### config.mk
export PLATFORM = sky130hd
export DESIGN_NAME = secded_dec_seq
export DESIGN_NICKNAME = d
export VERILOG_FILES = /design/src/rtl/secded_dec_seq.sv
export SDC_FILE = /design/constraint.sdc
export NUM_CORES = 1
export LEC_CHECK = 0
export BUFFER_PORTS_ARGS = -buffer_cell sky130_fd_sc_hd__buf_2
export CORE_MARGIN = 4
export CORE_UTILIZATION = 53
export DETAILED_ROUTE_END_ITERATION = 10
export GPL_ROUTABILITY_DRIVEN = 1
export GPL_TIMING_DRIVEN = 0
export PLACE_DENSITY_LB_ADDON = 0.15
export REMOVE_ABC_BUFFERS = 1
export SLEW_MARGIN = 25
export SYNTH_ARGS = -nofsm -noshare
export SYNTH_HDL_FRONTEND = slang
export SYNTH_SLANG_ARGS = --single-unit
### constraint.sdc
create_clock -name i_clk -period 2.05 [get_ports i_clk]
set_input_delay 0.3075 -clock i_clk [delete_from_list [all_inputs] [get_ports i_clk]]
set_output_delay 0.3075 -clock i_clk [all_outputs]
set_load 0.01 [all_outputs]
### src/rtl/secded_dec_seq.sv
// -----------------------------------------------------------------------------
// secded_dec_seq
//
// Purpose:
//   Sequencer for the Hamming SECDED decode task. It runs as a second master on
//   the single-port data memory. For each of NUM_MSG 16-bit codewords, read as
//   two bytes from SRC_BASE+2i, it checks the syndrome, corrects a single-bit
//   error, flags a double-bit error and writes the 16-bit result back as two
//   bytes at DST_BASE+2i. Each reset pulse starts one run. The first clock edge
//   with reset low starts the sequence.
//
// Optional feature:
//   Define the macro SECDED_STATS_EN to get saturating counters for codewords
//   with a single error and with a double error. When the macro is undefined,
//   the design has no counter flops and both count ports read 0.
//
// Ports:
//   i_clk          system clock
//   i_reset        synchronous active-high reset; also the start request
//   o_dm_addr      data memory byte address (AW bits)
//   i_dm_rd_data   data memory read data; combinational read of o_dm_addr
//   o_dm_wr_en     write strobe; the byte is written at the rising edge
//   o_dm_wr_data   write data
//   o_busy         high while the sequence is running
//   o_done         high from completion until the next reset
//   o_err1_cnt     count of single-error codewords (0 without SECDED_STATS_EN)
//   o_err2_cnt     count of double-error codewords (0 without SECDED_STATS_EN)
// -----------------------------------------------------------------------------
module secded_dec_seq #(
    parameter int NUM_MSG  = 15,
    parameter int SRC_BASE = 30,
    parameter int DST_BASE = 0,
    parameter int AW       = 8
) (
    input  logic          i_clk,
    input  logic          i_reset,
    output logic [AW-1:0] o_dm_addr,
    input  logic [7:0]    i_dm_rd_data,
    output logic          o_dm_wr_en,
    output logic [7:0]    o_dm_wr_data,
    output logic          o_busy,
    output logic          o_done,
    output logic [4:0]    o_err1_cnt,
    output logic [4:0]    o_err2_cnt
);

    localparam int IW = (NUM_MSG > 1) ? $clog2(NUM_MSG) : 1;

    typedef enum logic [2:0] {
        S_IDLE   = 3'd0,
        S_RD_LO  = 3'd1,
        S_RD_HI  = 3'd2,
        S_DECODE = 3'd3,
        S_WR_LO  = 3'd4,
        S_WR_HI  = 3'd5,
        S_DONE   = 3'd6
    } state_t;

    // Returns the byte address base + 2*idx + hi.
    function automatic logic [AW-1:0] f_addr(input int base,
                                             input logic [IW-1:0] idx,
                                             input logic hi);
        f_addr = AW'(base) + AW'({idx, hi});
    endfunction

    // SECDED decode of one codeword. The result holds {flags[1:0], 3'b0, d[11:1]}.
    // flags: 01 = single error corrected, 10 = double error with raw data.
    function automatic logic [15:0] f_secded(input logic [15:0] c);
        logic [3:0]  s;
        logic        p;
        logic [15:0] cc;
        logic [10:0] d_fix;
        logic [10:0] d_raw;
        s = 4'd0;
        for (int k = 1; k < 16; k++) begin
            s = s ^ ({4{c[k]}} & 4'(k));
        end
        p  = ^c;
        cc = c;
        // With odd overall parity, exactly one bit flipped; s == 0 points at p0.
        if (p) begin
            cc[s] = ~cc[s];
        end else begin
            cc = c;
        end
        d_fix = {cc[15:9], cc[7:5], cc[3]};
        d_raw = {c[15:9], c[7:5], c[3]};
        if (p) begin
            f_secded = {2'b01, 3'b000, d_fix};
        end else if (s != 4'd0) begin
            f_secded = {2'b10, 3'b000, d_raw};
        end else begin
            f_secded = {2'b00, 3'b000, d_raw};
        end
    endfunction

    state_t          r_state;
    logic [IW-1:0]   r_idx;
    logic [7:0]      r_lo;
    logic [7:0]      r_hi;
    logic [7:0]      r_res_hi;
    logic [AW-1:0]   r_addr;
    logic            r_wr_en;
    logic [7:0]      r_wr_data;
    logic            r_busy;
    logic            r_done;
    logic [15:0]     w_result;

    assign w_result = f_secded({r_hi, r_lo});

    // Main sequencer: state, memory port and status outputs are all registered.
    always_ff @(posedge i_clk) begin
        if (i_reset) begin
            r_state   <= S_IDLE;
            r_idx     <= '0;
            r_lo      <= 8'd0;
            r_hi      <= 8'd0;
            r_res_hi  <= 8'd0;
            r_addr    <= '0;
            r_wr_en   <= 1'b0;
            r_wr_data <= 8'd0;
            r_busy    <= 1'b0;
            r_done    <= 1'b0;
        end else begin
            case (r_state)
                S_IDLE: begin
                    r_state <= S_RD_LO;
                    r_idx   <= '0;
                    r_addr  <= f_addr(SRC_BASE, '0, 1'b0);
                    r_wr_en <= 1'b0;
                    r_busy  <= 1'b1;
                end
                S_RD_LO: begin
                    r_lo    <= i_dm_rd_data;
                    r_addr  <= f_addr(SRC_BASE, r_idx, 1'b1);
                    r_state <= S_RD_HI;
                end
                S_RD_HI: begin
                    r_hi    <= i_dm_rd_data;
                    r_state <= S_DECODE;
                end
                S_DECODE: begin
                    r_res_hi  <= w_result[15:8];
                    r_addr    <= f_addr(DST_BASE, r_idx, 1'b0);
                    r_wr_en   <= 1'b1;
                    r_wr_data <= w_result[7:0];
                    r_state   <= S_WR_LO;
                end
                S_WR_LO: begin
                    r_addr    <= f_addr(DST_BASE, r_idx, 1'b1);
                    r_wr_en   <= 1'b1;
                    r_wr_data <= r_res_hi;
                    r_state   <= S_WR_HI;
                end
                S_WR_HI: begin
                    r_wr_en <= 1'b0;
                    if (r_idx == IW'(NUM_MSG - 1)) begin
                        r_state <= S_DONE;
                        r_busy  <= 1'b0;
                        r_done  <= 1'b1;
                    end else begin
                        r_idx   <= r_idx + IW'(1);
                        r_addr  <= f_addr(SRC_BASE, r_idx + IW'(1), 1'b0);
                        r_state <= S_RD_LO;
                    end
                end
                S_DONE: begin
                    r_wr_en <= 1'b0;
                    r_busy  <= 1'b0;
                    r_done  <= 1'b1;
                end
                default: begin
                    r_state <= S_IDLE;
                    r_wr_en <= 1'b0;
                    r_busy  <= 1'b0;
                    r_done  <= 1'b0;
                end
            endcase
        end
    end

    assign o_dm_addr    = r_addr;
    assign o_dm_wr_en   = r_wr_en;
    assign o_dm_wr_data = r_wr_data;
    assign o_busy       = r_busy;
    assign o_done       = r_done;

`ifdef SECDED_STATS_EN
    logic [4:0] r_err1_cnt;
    logic [4:0] r_err2_cnt;

    // Error statistics: counted once per codeword in DECODE, saturating at 31.
    always_ff @(posedge i_clk) begin
        if (i_reset) begin
            r_err1_cnt <= 5'd0;
            r_err2_cnt <= 5'd0;
        end else if (r_state == S_DECODE) begin
            if (w_result[14] && (r_err1_cnt != 5'd31)) begin
                r_err1_cnt <= r_err1_cnt + 5'd1;
            end else begin
                r_err1_cnt <= r_err1_cnt;
            end
            if (w_result[15] && (r_err2_cnt != 5'd31)) begin
                r_err2_cnt <= r_err2_cnt + 5'd1;
            end else begin
                r_err2_cnt <= r_err2_cnt;
            end
        end else begin
            r_err1_cnt <= r_err1_cnt;
            r_err2_cnt <= r_err2_cnt;
        end
    end

    assign o_err1_cnt = r_err1_cnt;
    assign o_err2_cnt = r_err2_cnt;
`else
    assign o_err1_cnt = 5'd0;
    assign o_err2_cnt = 5'd0;
`endif

endmodule

**Word level (Yosys, flattened, before mapping)**

Index checks and enable logic that the tools add are counted.

- Register bits: 50
- Output and inout port bits: 29
- Logic and storage cells: 75

- $add $sub $neg: 3
- Magnitude comparators: 2
- Equal/unequal tests: 9
- Multiplexer cells: 19
- Bitwise gates (word level): 17
- Reduce and logical (&&, ||, !) cells: 15

Operator list:

| kind | count |
|---|---|
| 8-bit case mux with 5 select lines | 1 |
| 16-bit 2-to-1 mux | 2 |
| 4-bit bitwise XOR | 7 |
| 3-bit case mux with 7 select lines | 1 |
| 16-bit bitwise mux | 1 |
| 8-bit case mux with 2 select lines | 1 |
| 16-bit XOR reduction | 1 |
| 5-bit by 5-bit adder with 6-bit output (first input constant) | 2 |
| 3-bit == test (second input constant) | 3 |
| 3-bit bitwise XOR | 3 |
| 8-bit 2-to-1 mux | 1 |
| 4-bit case mux with 2 select lines | 1 |
| 2-bit AND reduction | 4 |
| 3-bit by 2-bit == test with 1-bit output (second input constant) | 2 |
| 1-bit case mux with 3 select lines | 2 |
| 4-bit by 5-bit less-than comparator with 1-bit output (second input constant) | 1 |
| 5-bit nonzero test | 1 |
| 5-bit OR reduction | 1 |
| 4-bit by 1-bit adder with 4-bit output (second input constant) | 1 |
| 1-bit binary-select mux with 4-bit select | 1 |
| 1-bit demux with 4-bit select | 1 |
| 4-bit == test (second input constant) | 1 |
| 4-bit by 1-bit >= comparator with 1-bit output (second input constant) | 1 |
| 1-bit 2-to-1 mux | 4 |
| other kinds (16) | 21 |

**Logic depth before layout (Yosys ltp)**

Gate-level depths: netlist of run 1.

- Depth in word-level cells: 21
- Mapped depth: 9

**Worst setup path after synthesis of run 1**

Ideal clock, no wire load.

- Path type: register to register
- Start: reg r_hi[1]
- End: reg r_wr_data[0] (netlist: o_dm_wr_data[0])
- Library setup time: 0.116 ns
- Data arrival time: 2.103 ns
- Data required time: 1.934 ns
- Slack: -0.169 ns
- Stages on the path, launching flop included: 8
- Clock period less this slack: 2.219 ns
- Path through: dfxtp_1 -> xor3_4 -> xnor2_4 -> xor2_2 -> or2_4 -> nor4b_4 -> o32ai_1 -> a31o_1

- Cells in the longest elaborated chain, start to end: 14
- Elaborated cells on any way between the ends: 19
- Classes of those cells: 2 x order compare; 7 x mux; 8 x bitwise; 2 x reduce/logical

Ends and longest elaborated chain:

| what | RTL line | text |
|---|---|---|
| start, declared | 100 | `logic [7:0] r_hi;` |
| start signal, assigned | 139 | `r_hi <= i_dm_rd_data;` |
| 4-bit bitwise XOR (7 in series) | 76 | `s = s ^ ({4{c[k]}} & 4'(k));` |
| 4-bit by 5-bit less-than comparator with 1-bit output (not written as such) / 4-bit by 1-bit >= comparator with 1-bit output (equally long branches) | 82 | `cc[s] = ~cc[s];` |
| 1-bit logical AND (not written as such) | 82 |  |
| 1-bit 2-to-1 mux (not written as such) | 82 |  |
| 1-bit demux with 4-bit select | 82 |  |
| 16-bit bitwise mux | 82 |  |
| 16-bit 2-to-1 mux (*) | 88 | `if (p) begin` |
| 8-bit case mux with 2 select lines (*) | 125 | `case (r_state)` |
| end signal, assigned | 146 | `r_wr_data <= w_result[7:0];` |
| end signal, assigned | 152 | `r_wr_data <= r_res_hi;` |
| end, declared | 104 | `logic [7:0] r_wr_data;` |

Mark *: on every way between the ends. The rest lies on a longest branch, timed or not. The select of a mux whose other input is x is not followed.
A chain may end at the register's enable or synchronous reset.

**Final worst setup path of run 1**

- Start: reg r_hi[5]
- End: reg r_wr_data[0] (netlist: o_dm_wr_data[0])

- Cells in the longest elaborated chain, start to end: 10
- Elaborated cells on any way between the ends: 15
- Classes of those cells: 2 x order compare; 7 x mux; 4 x bitwise; 2 x reduce/logical

Ends and longest elaborated chain:

| what | RTL line |
|---|---|
| 4-bit bitwise XOR (3 in series) | 76 |
| 4-bit by 5-bit less-than comparator with 1-bit output (not written as such) / 4-bit by 1-bit >= comparator with 1-bit output (equally long branches) | 82 |
| 1-bit logical AND (not written as such) | 82 |
| 1-bit 2-to-1 mux (not written as such) | 82 |
| 1-bit demux with 4-bit select | 82 |
| 16-bit bitwise mux | 82 |
| 16-bit 2-to-1 mux (*) | 88 |
| 8-bit case mux with 2 select lines (*) | 125 |

Marks and branches as above.

==> impl_metrics.csv, run 1 <==
group,metric,value,unit
drt,finalWirelength,7.971,mm
power_and_ir_drop,switchingPower,1.070,mW
drt,firstDrtPassIters,4,
clocking,h-tree-depth,2,
finish,fin_util,0.6647,
min_path,min_path_type,"in2reg",
power_and_ir_drop,p_comb_frac,0.441,
status,status,"complete, but fails checks",
timing,clock_skew,0.008014,ns
clocking,clk_path_buf_depth,2,
status,violations,"negative setup slack",
drt,drcViolationCount,0,
placement,gp_congestion,0.8297,
clocking,cts_tree,"yes",
timing,fin_crit,2.435,ns
grt,grt_overflow,0,
grt,grt_pass1_vias,2703,
finish,drive_gt1_frac,0.2684,
synth,seq_area_frac_synth,0.2904,
timing,timing.slew.headroom,0.4494,
grt,antenna_found_initial,0,
setup_path,cp_max_fo,4,
setup_path,arrival,2.63,ns
floorplanning,coreArea,5608,µm²
power_and_ir_drop,power_density,761.1,nW/µm²
floorplanning,initial_core_util,0.5531,
timing,rsz0062_at_grt,"true",
floorplanning,row_count,27,
placement,dpl.hpwl,4.963,mm
timing,hold_viol,0,
setup_path,critPathKind,"reg2reg",
grt,grt_max_degree,46,
clocking,cts_hold_buf,0,
synth,async_flop_share,0,
synth,synth_cells,394,
power_and_ir_drop,power.share.clock,0.208,
finish,fin_nets,435,
setup_path,rrSetupSlack,-0.39,ns
placement,port_buffers,26,
floorplanning,io-pin-count,39,
finish,syn_to_final_growth,20.17,%
timing,fin_crit_sh,1.188,
clocking,cts-root-buf,"clkbuf_8",
synth,netlist_area,3102,µm²
synth,synthFlopType,"dfxtp_1",
flow_run,max-cap-violations,0,
synth,ys_ff_latch,45,
timing,worst_slack,-0.3853,ns
synth,synth_edf_count,0,
floorplanning,fp.dieH,84.50,µm
timing,drv_slew,0,
drt,routedWlPerCell,16.17,µm
grt,grt_pass1_wl,12.73,mm
power_and_ir_drop,p_total,2.837,mW
drt,drtIter0Drc,252,
power_and_ir_drop,p_int,1.767,mW
synth,synth_area_per_cell,7.872,µm²
drt,vias,2857,
timing,worstMarginPinSlew,0.8259,ns
drt,via_per_inst,5.795,
power_and_ir_drop,seqPwrFrac,0.351,
clocking,clk_latency,0.30,ns
synth,synth_cell_types,54,
clocking,cts_sinks,45,
setup_path,crit_required,2.24,ns
finish,num_antenna_cells,0,
timing,setup_violations,14,
floorplanning,die_area,7140,µm²
power_and_ir_drop,p_leak,1.443,nW
synth,synth_warnings,0,
grt,track_usage,0.2153,
setup_path,worstSetupStartpointType,"flip-flop",
clocking,numCtsBuffers,5,
setup_path,end_kind,"flip-flop",
power_and_ir_drop,swShare,0.3772,
timing,max_freq,410.6,MHz
clocking,clk_pin_slew_worst_paths,0.09,ns
drt,drtAntennaViolNets,0,
power_and_ir_drop,worst_ir_drop_vdd,450.8,µV
floorplanning,die_w,84.50,µm
-- power by group through the flow --
stage	sequential [mW]	combinational (mW)	clock [mW]
floorplan	1.01	0.636	0
global placement	1.02	0.805	0
detailed placement	1.02	0.825	0
CTS	0.992	1.07	0.594
global route	1.01	1.35	0.626
finish	0.997	1.25	0.589
-- final timing paths --
kind	startpoint	endpoint	depth (start not counted)
worst max-delay path	r_hi[5]$_SDFFE_PP0P_	o_dm_wr_data[0]$_SDFFE_PP0P_	7
worst min-delay path	i_dm_rd_data[7]	r_lo[7]$_SDFFE_PP0P_	3
worst max register to register	r_hi[5]$_SDFFE_PP0P_	o_dm_wr_data[0]$_SDFFE_PP0P_	7
worst min register to register	o_dm_wr_data[4]$_SDFFE_PP0P_	o_dm_wr_data[4]$_SDFFE_PP0P_	2
-- synth_stat cells (all sizes together) (2+ instances only) --
library cell | count | area, µm²
a31oi | 3 | 18.77
mux2i | 3 | 30.03
a211oi | 2 | 15.01
nor2b | 5 | 31.28
nand3b | 5 | 37.54
nand4 | 2 | 12.51
dfxtp | 45 | 900.9
or2 | 3 | 21.27
ha | 5 | 62.56
o211ai | 10 | 75.07
buf | 22 | 175.2
nor3 | 9 | 45.04
a22oi | 5 | 37.54
nand2b | 8 | 50.05
clkbuf | 19 | 71.32
inv | 7 | 26.28
a21oi | 38 | 190.2
nor4 | 2 | 12.51
and3 | 2 | 12.51
a2111oi | 2 | 17.52
nor2 | 49 | 183.9
a21o | 5 | 38.79
o31ai | 2 | 15.01
xnor2 | 31 | 335.3
a31o | 2 | 17.52
o32ai | 2 | 17.52
nand3 | 5 | 25.02
o21ai | 35 | 175.2
nand2 | 36 | 135.1
o22ai | 2 | 12.51
xor2 | 13 | 128.9
-- through the flow --
stage | TNS (ns) | setup WS [ns] | std cells | instance area (µm²) | hold slack, ns
after floorplan | -2.420 | -0.6737 | 364 | 2897 | 0.3766
after global placement | -18.41 | -1.286 | 462 | 3117 | 0.4354
after detailed placement | -9.264 | -0.8411 | 463 | 3138 | 0.4690
after CTS | -2.109 | -0.2721 | 490 | 3557 | 0.2380
after global routing | -4.380 | -0.4809 | 493 | 3727 | 0.2390
final | -2.593 | -0.3853 | 493 | 3727 | 0.2416
-- layer usage --
layer  share of wire  routed length (µm)  global-route usage
met1            0.44                3536              0.2956
met2            0.47                3707              0.3495
met3           0.075                 596             0.03925
met4           0.016                 131             0.05468
met5               0                   0                   0
-- final cells by class --
class                      instances  area, µm²
inverter                           7      26.28
clock buffer                       6      82.58
timing repair buffer              49      369.1
sequential                        45      930.9
tap                               72      90.09
multi-input combinational        312       2215
fill                             490       1881
clock inverter                     2      13.76
-- kinds of logic after synthesis --
| kind of cell | synth area share |
|---|---|
| multiplexers | 0.009682 |
| buffers and inverters | 0.08794 |
| adder cells (fa/ha/maj) | 0.02017 |
| AND/OR/NAND/NOR | 0.2009 |
| other | 0.001209 |
| AO/OA/AOI/OAI | 0.2235 |
| flip-flops | 0.2904 |
| XOR/XNOR | 0.1662 |
-- flip-flops by register name, indices dropped and copies added (netlist names) --
name / cells
o_dm_wr_data: 8
r_hi: 8
r_lo: 8
o_dm_addr: 6
r_res_hi: 5
r_idx: 4
r_state: 3
o_busy: 1
o_dm_wr_en: 1
o_done: 1
-- cell usage in the layout (no fill, tap or decap), drive strengths merged, types with 3 or more instances in the layout --
master,n
nand3b,5
a22oi,5
or2,3
nor2b,5
nand2b,8
ha,5
a31oi,3
xnor2,31
nor3,9
mux2i,3
buf,48
nor2,49
dfxtp,45
o211ai,10
nand3,5
xor2,13
a21oi,38
o21ai,35
nand2,36
clkbuf,6
conb,12
a21o,5
inv,7
-- worst max-delay path: stages (launching register included) --
cell and delay, ns:
dfxtp_4 0.36, xor3_4 0.54, xnor2_4 0.28, xnor2_1 0.16, a21oi_1 0.06, o311ai_1 0.30, nand4_1 0.31, a31o_1 0.32
-- repair_timing --
action | CTS | global route
endpoints found under the setup margin | 25 | 16
pin swaps | 16 | 20
resized for setup | 34 | 33
buffers inserted | 18 | 5
cloned | 1 | 0
Note: power is estimated with default switching activity, not from simulation.
==> run 2, diff against run 1 <==
--- a/config.mk
+++ b/config.mk
@@ -5,14 +5,14 @@
 export SDC_FILE = /design/constraint.sdc
 export NUM_CORES = 1
 export LEC_CHECK = 0
+export ABC_AREA = 1
 export BUFFER_PORTS_ARGS = -buffer_cell sky130_fd_sc_hd__buf_2
 export CORE_MARGIN = 4
-export CORE_UTILIZATION = 53
+export CORE_UTILIZATION = 52
 export DETAILED_ROUTE_END_ITERATION = 10
 export GPL_ROUTABILITY_DRIVEN = 1
 export GPL_TIMING_DRIVEN = 0
 export PLACE_DENSITY_LB_ADDON = 0.15
-export REMOVE_ABC_BUFFERS = 1
 export SLEW_MARGIN = 25
 export SYNTH_ARGS = -nofsm -noshare
 export SYNTH_HDL_FRONTEND = slang
==> run 2 against run 1 <==
Compared with the run above:
- the flow now finishes without violations
- sequential share of layout area up 0.53 points
- register-to-register slack better by 0.39 ns
- critical path depth up 5
- maximum frequency up 19%
- flip-flop and latch count unchanged
- clock skew about the same
- utilization up 4.5 points
- largest cell class unchanged
- worst hold slack worse by 0.0010 ns
- synthesized area down 9.3%
==> impl_metrics.csv, run 2 <==
group,metric,value,unit
finish,fin_nets,488,
timing,hold_ws,0.2405,ns
power_and_ir_drop,p_leak,1.541,nW
clocking,cts_sinks,45,
synth,synth_area_leaders,"dfxtp_1 32%, nand2_1 9.9%, nor2_1 9.2%",
power_and_ir_drop,worst_ir_drop_vdd,515.3,µV
grt,track_usage,0.2251,
synth,synth_edf_count,0,
drt,wl_met2,3.844,mm
clocking,cts-root-buf,"clkbuf_8",
floorplanning,die_w,81.55,µm
finish,syn_to_final_growth,30.47,%
drt,vias,2852,
setup_path,arrival,2.29,ns
floorplanning,die_area,6650,µm²
finish,fill_cells,418,
finish,final_common_cell,"nand2_1",
timing,fin_crit_sh,0.9981,
timing,rsz0062_at_grt,"true",
synth,synth_cell_types,32,
power_and_ir_drop,power_density,998.2,nW/µm²
drt,wl_met3,440,µm
clocking,clk_pin_slew_worst_paths,0.09,ns
grt,grt_overflow,0,
setup_path,crit_required,2.29,ns
synth,synth_area_per_cell,6.697,µm²
clocking,cts_hold_buf,0,
status,status,"complete, no violations",
timing,timing.slew.headroom,0.6337,
placement,port_buffers,26,
min_path,min_path_type,"in2reg",
timing,drv_slew,0,
drt,finalWirelength,7.689,mm
drt,drtIter0Drc,193,
synth,synth_warnings,0,
placement,gp_congestion,0.9044,
timing,setup_violations,0,
drt,wl_met1,3.318,mm
finish,num_antenna_cells,0,
synth,ys_ff_latch,45,
finish,fin_area,3670,µm²
synth,async_flop_share,0,
setup_path,worstSetupStartpointType,"flip-flop",
timing,worstMarginPinSlew,0.5495,ns
grt,antenna_found_initial,0,
drt,via_per_inst,5.243,
setup_path,cp_max_fo,6,
drt,highest_layer,"met4",
finish,layout_common_cells,"58 x nand2_1, 54 x nor2_1, 39 x inv_1",
timing,max_freq,488.7,MHz
clocking,h-tree-depth,2,
flow_run,max-cap-violations,0,
synth,netlist_area,2813,µm²
setup_path,end_kind,"flip-flop",
floorplanning,initial_core_util,0.5438,
drt,routedWlPerCell,14.13,µm
placement,dpl.hpwl,5.243,mm
clocking,numCtsBuffers,5,
drt,drtAntennaViolNets,0,
floorplanning,fp.dieH,81.55,µm
drt,drcViolationCount,0,
timing,fin_crit,2.046,ns
grt,grt_pass1_wl,11.65,mm
floorplanning,row_count,26,
synth,synth_cells,420,
synth,synthFlopType,"dfxtp_1",
timing,hold_viol,0,
clocking,clk_path_buf_depth,2,
finish,drive_gt1_frac,0.3270,
floorplanning,coreArea,5172,µm²
drt,firstDrtPassIters,4,
clocking,clk_latency,0.30,ns
setup_path,critPathKind,"reg2reg",
synth,netlist_top_cells_count,"74 x nand2_1, 69 x nor2_1, 46 x inv_1",
synth,seq_area_frac_synth,0.3203,
placement,place_area,3072,µm²
clocking,cts_tree,"yes",
synth,synth_most_common_cell,"nand2_1",
synth,synth_top_area_frac,0.3203,
floorplanning,io-pin-count,39,
grt,grt_pass1_vias,2565,
synth,yosysTopAreaCell,"dfxtp_1",
timing,clock_skew,0.007578,ns
grt,grt_max_degree,15,
[run 2: final cells by class]
type,count,area (µm²),area share
flip-flops and latches,45,935.9,0.2550
repair buffers,36,225.2,0.06137
plain buffers,23,147.6,0.04023
well taps,70,87.58,0.02387
multi-input cells,313,1976,0.5384
clock inverters,2,38.79,0.01057
inverters,49,186.4,0.05080
clock buffers,6,72.57,0.01977
[run 2: per-stage QoR]
stage | worst slack, ns | setup TNS (ns) | util | total power, mW | cells
floorplan | 0.03702 | 0 | - | 2.087 | 431
global placement | -0.2316 | -2.068 | 0.5939 | 2.334 | 527
detailed placement | -0.2505 | -2.455 | 0.5939 | 2.356 | 527
CTS | -0.008109 | -0.008109 | 0.6323 | 3.107 | 537
global route | -0.1492 | -1.312 | 0.7095 | 3.885 | 544
finish | 0.003920 | 0 | 0.7095 | 3.663 | 544
[run 2: worst paths after layout]
check	from	end	slack [ns]	depth (start not counted)
setup / recovery	r_hi[7]$_SDFFE_PP0P_	o_dm_wr_data[2]$_SDFFE_PP0P_	0.004	12
hold / removal	i_dm_rd_data[4]	r_lo[4]$_SDFFE_PP0P_	0.24	3
setup reg to reg	r_hi[7]$_SDFFE_PP0P_	o_dm_wr_data[2]$_SDFFE_PP0P_	0.004	12
hold reg to reg	o_dm_wr_data[5]$_SDFFE_PP0P_	o_dm_wr_data[5]$_SDFFE_PP0P_	0.47	2
[run 2: repair_timing]
| action | 4_1_cts | 5_1_grt |
|---|---|---|
| setup buffers | 3 | 5 |
| gates resized for setup | 21 | 89 |
| hold endpoints to repair | 0 | 0 |
| endpoints found under the setup margin | 18 | 24 |
| cloned | 0 | 2 |
| pin swaps | 5 | 31 |
[run 2: critical path: stages, from the launching register on]
cell	delay, ns
dfxtp_4	0.39
inv_2	0.08
nand2_2	0.09
nand2_4	0.08
xnor2_4	0.28
xnor2_4	0.14
nor2_2	0.18
nand2_1	0.15
nor2_1	0.20
nor2_1	0.08
nor2_1	0.14
nand2_2	0.07
a21oi_2	0.10
[run 2: report_power, final]
part / leakage [nW] / internal, mW / total, mW / switching, mW
Sequential: 0.376 / 0.946 / 1.04 / 0.0973
Clock: 0.0554 / 0.366 / 0.683 / 0.316
Combinational: 1.11 / 0.780 / 1.94 / 1.16
[run 2: metal layers]
metal / track usage / up-vias
li1: - / 1445
met1: 0.2847 / 1307
met2: 0.3762 / 88
met3: 0.05263 / 12
met4: 0.07432 / 0
met5: 0 / -
[run 2: kinds of logic (layout without fill, tap and decap cells)]
family	Yosys count	after routing	share of synthesized area
AND/OR/NAND/NOR	199	199	0.3029
AO/OA/AOI/OAI	77	77	0.1481
buffers and inverters	73	116	0.1188
flip-flops	45	45	0.3203
XOR/XNOR	20	20	0.08630
adder cells (fa/ha/maj)	5	5	0.02224
other	1	12	0.001333
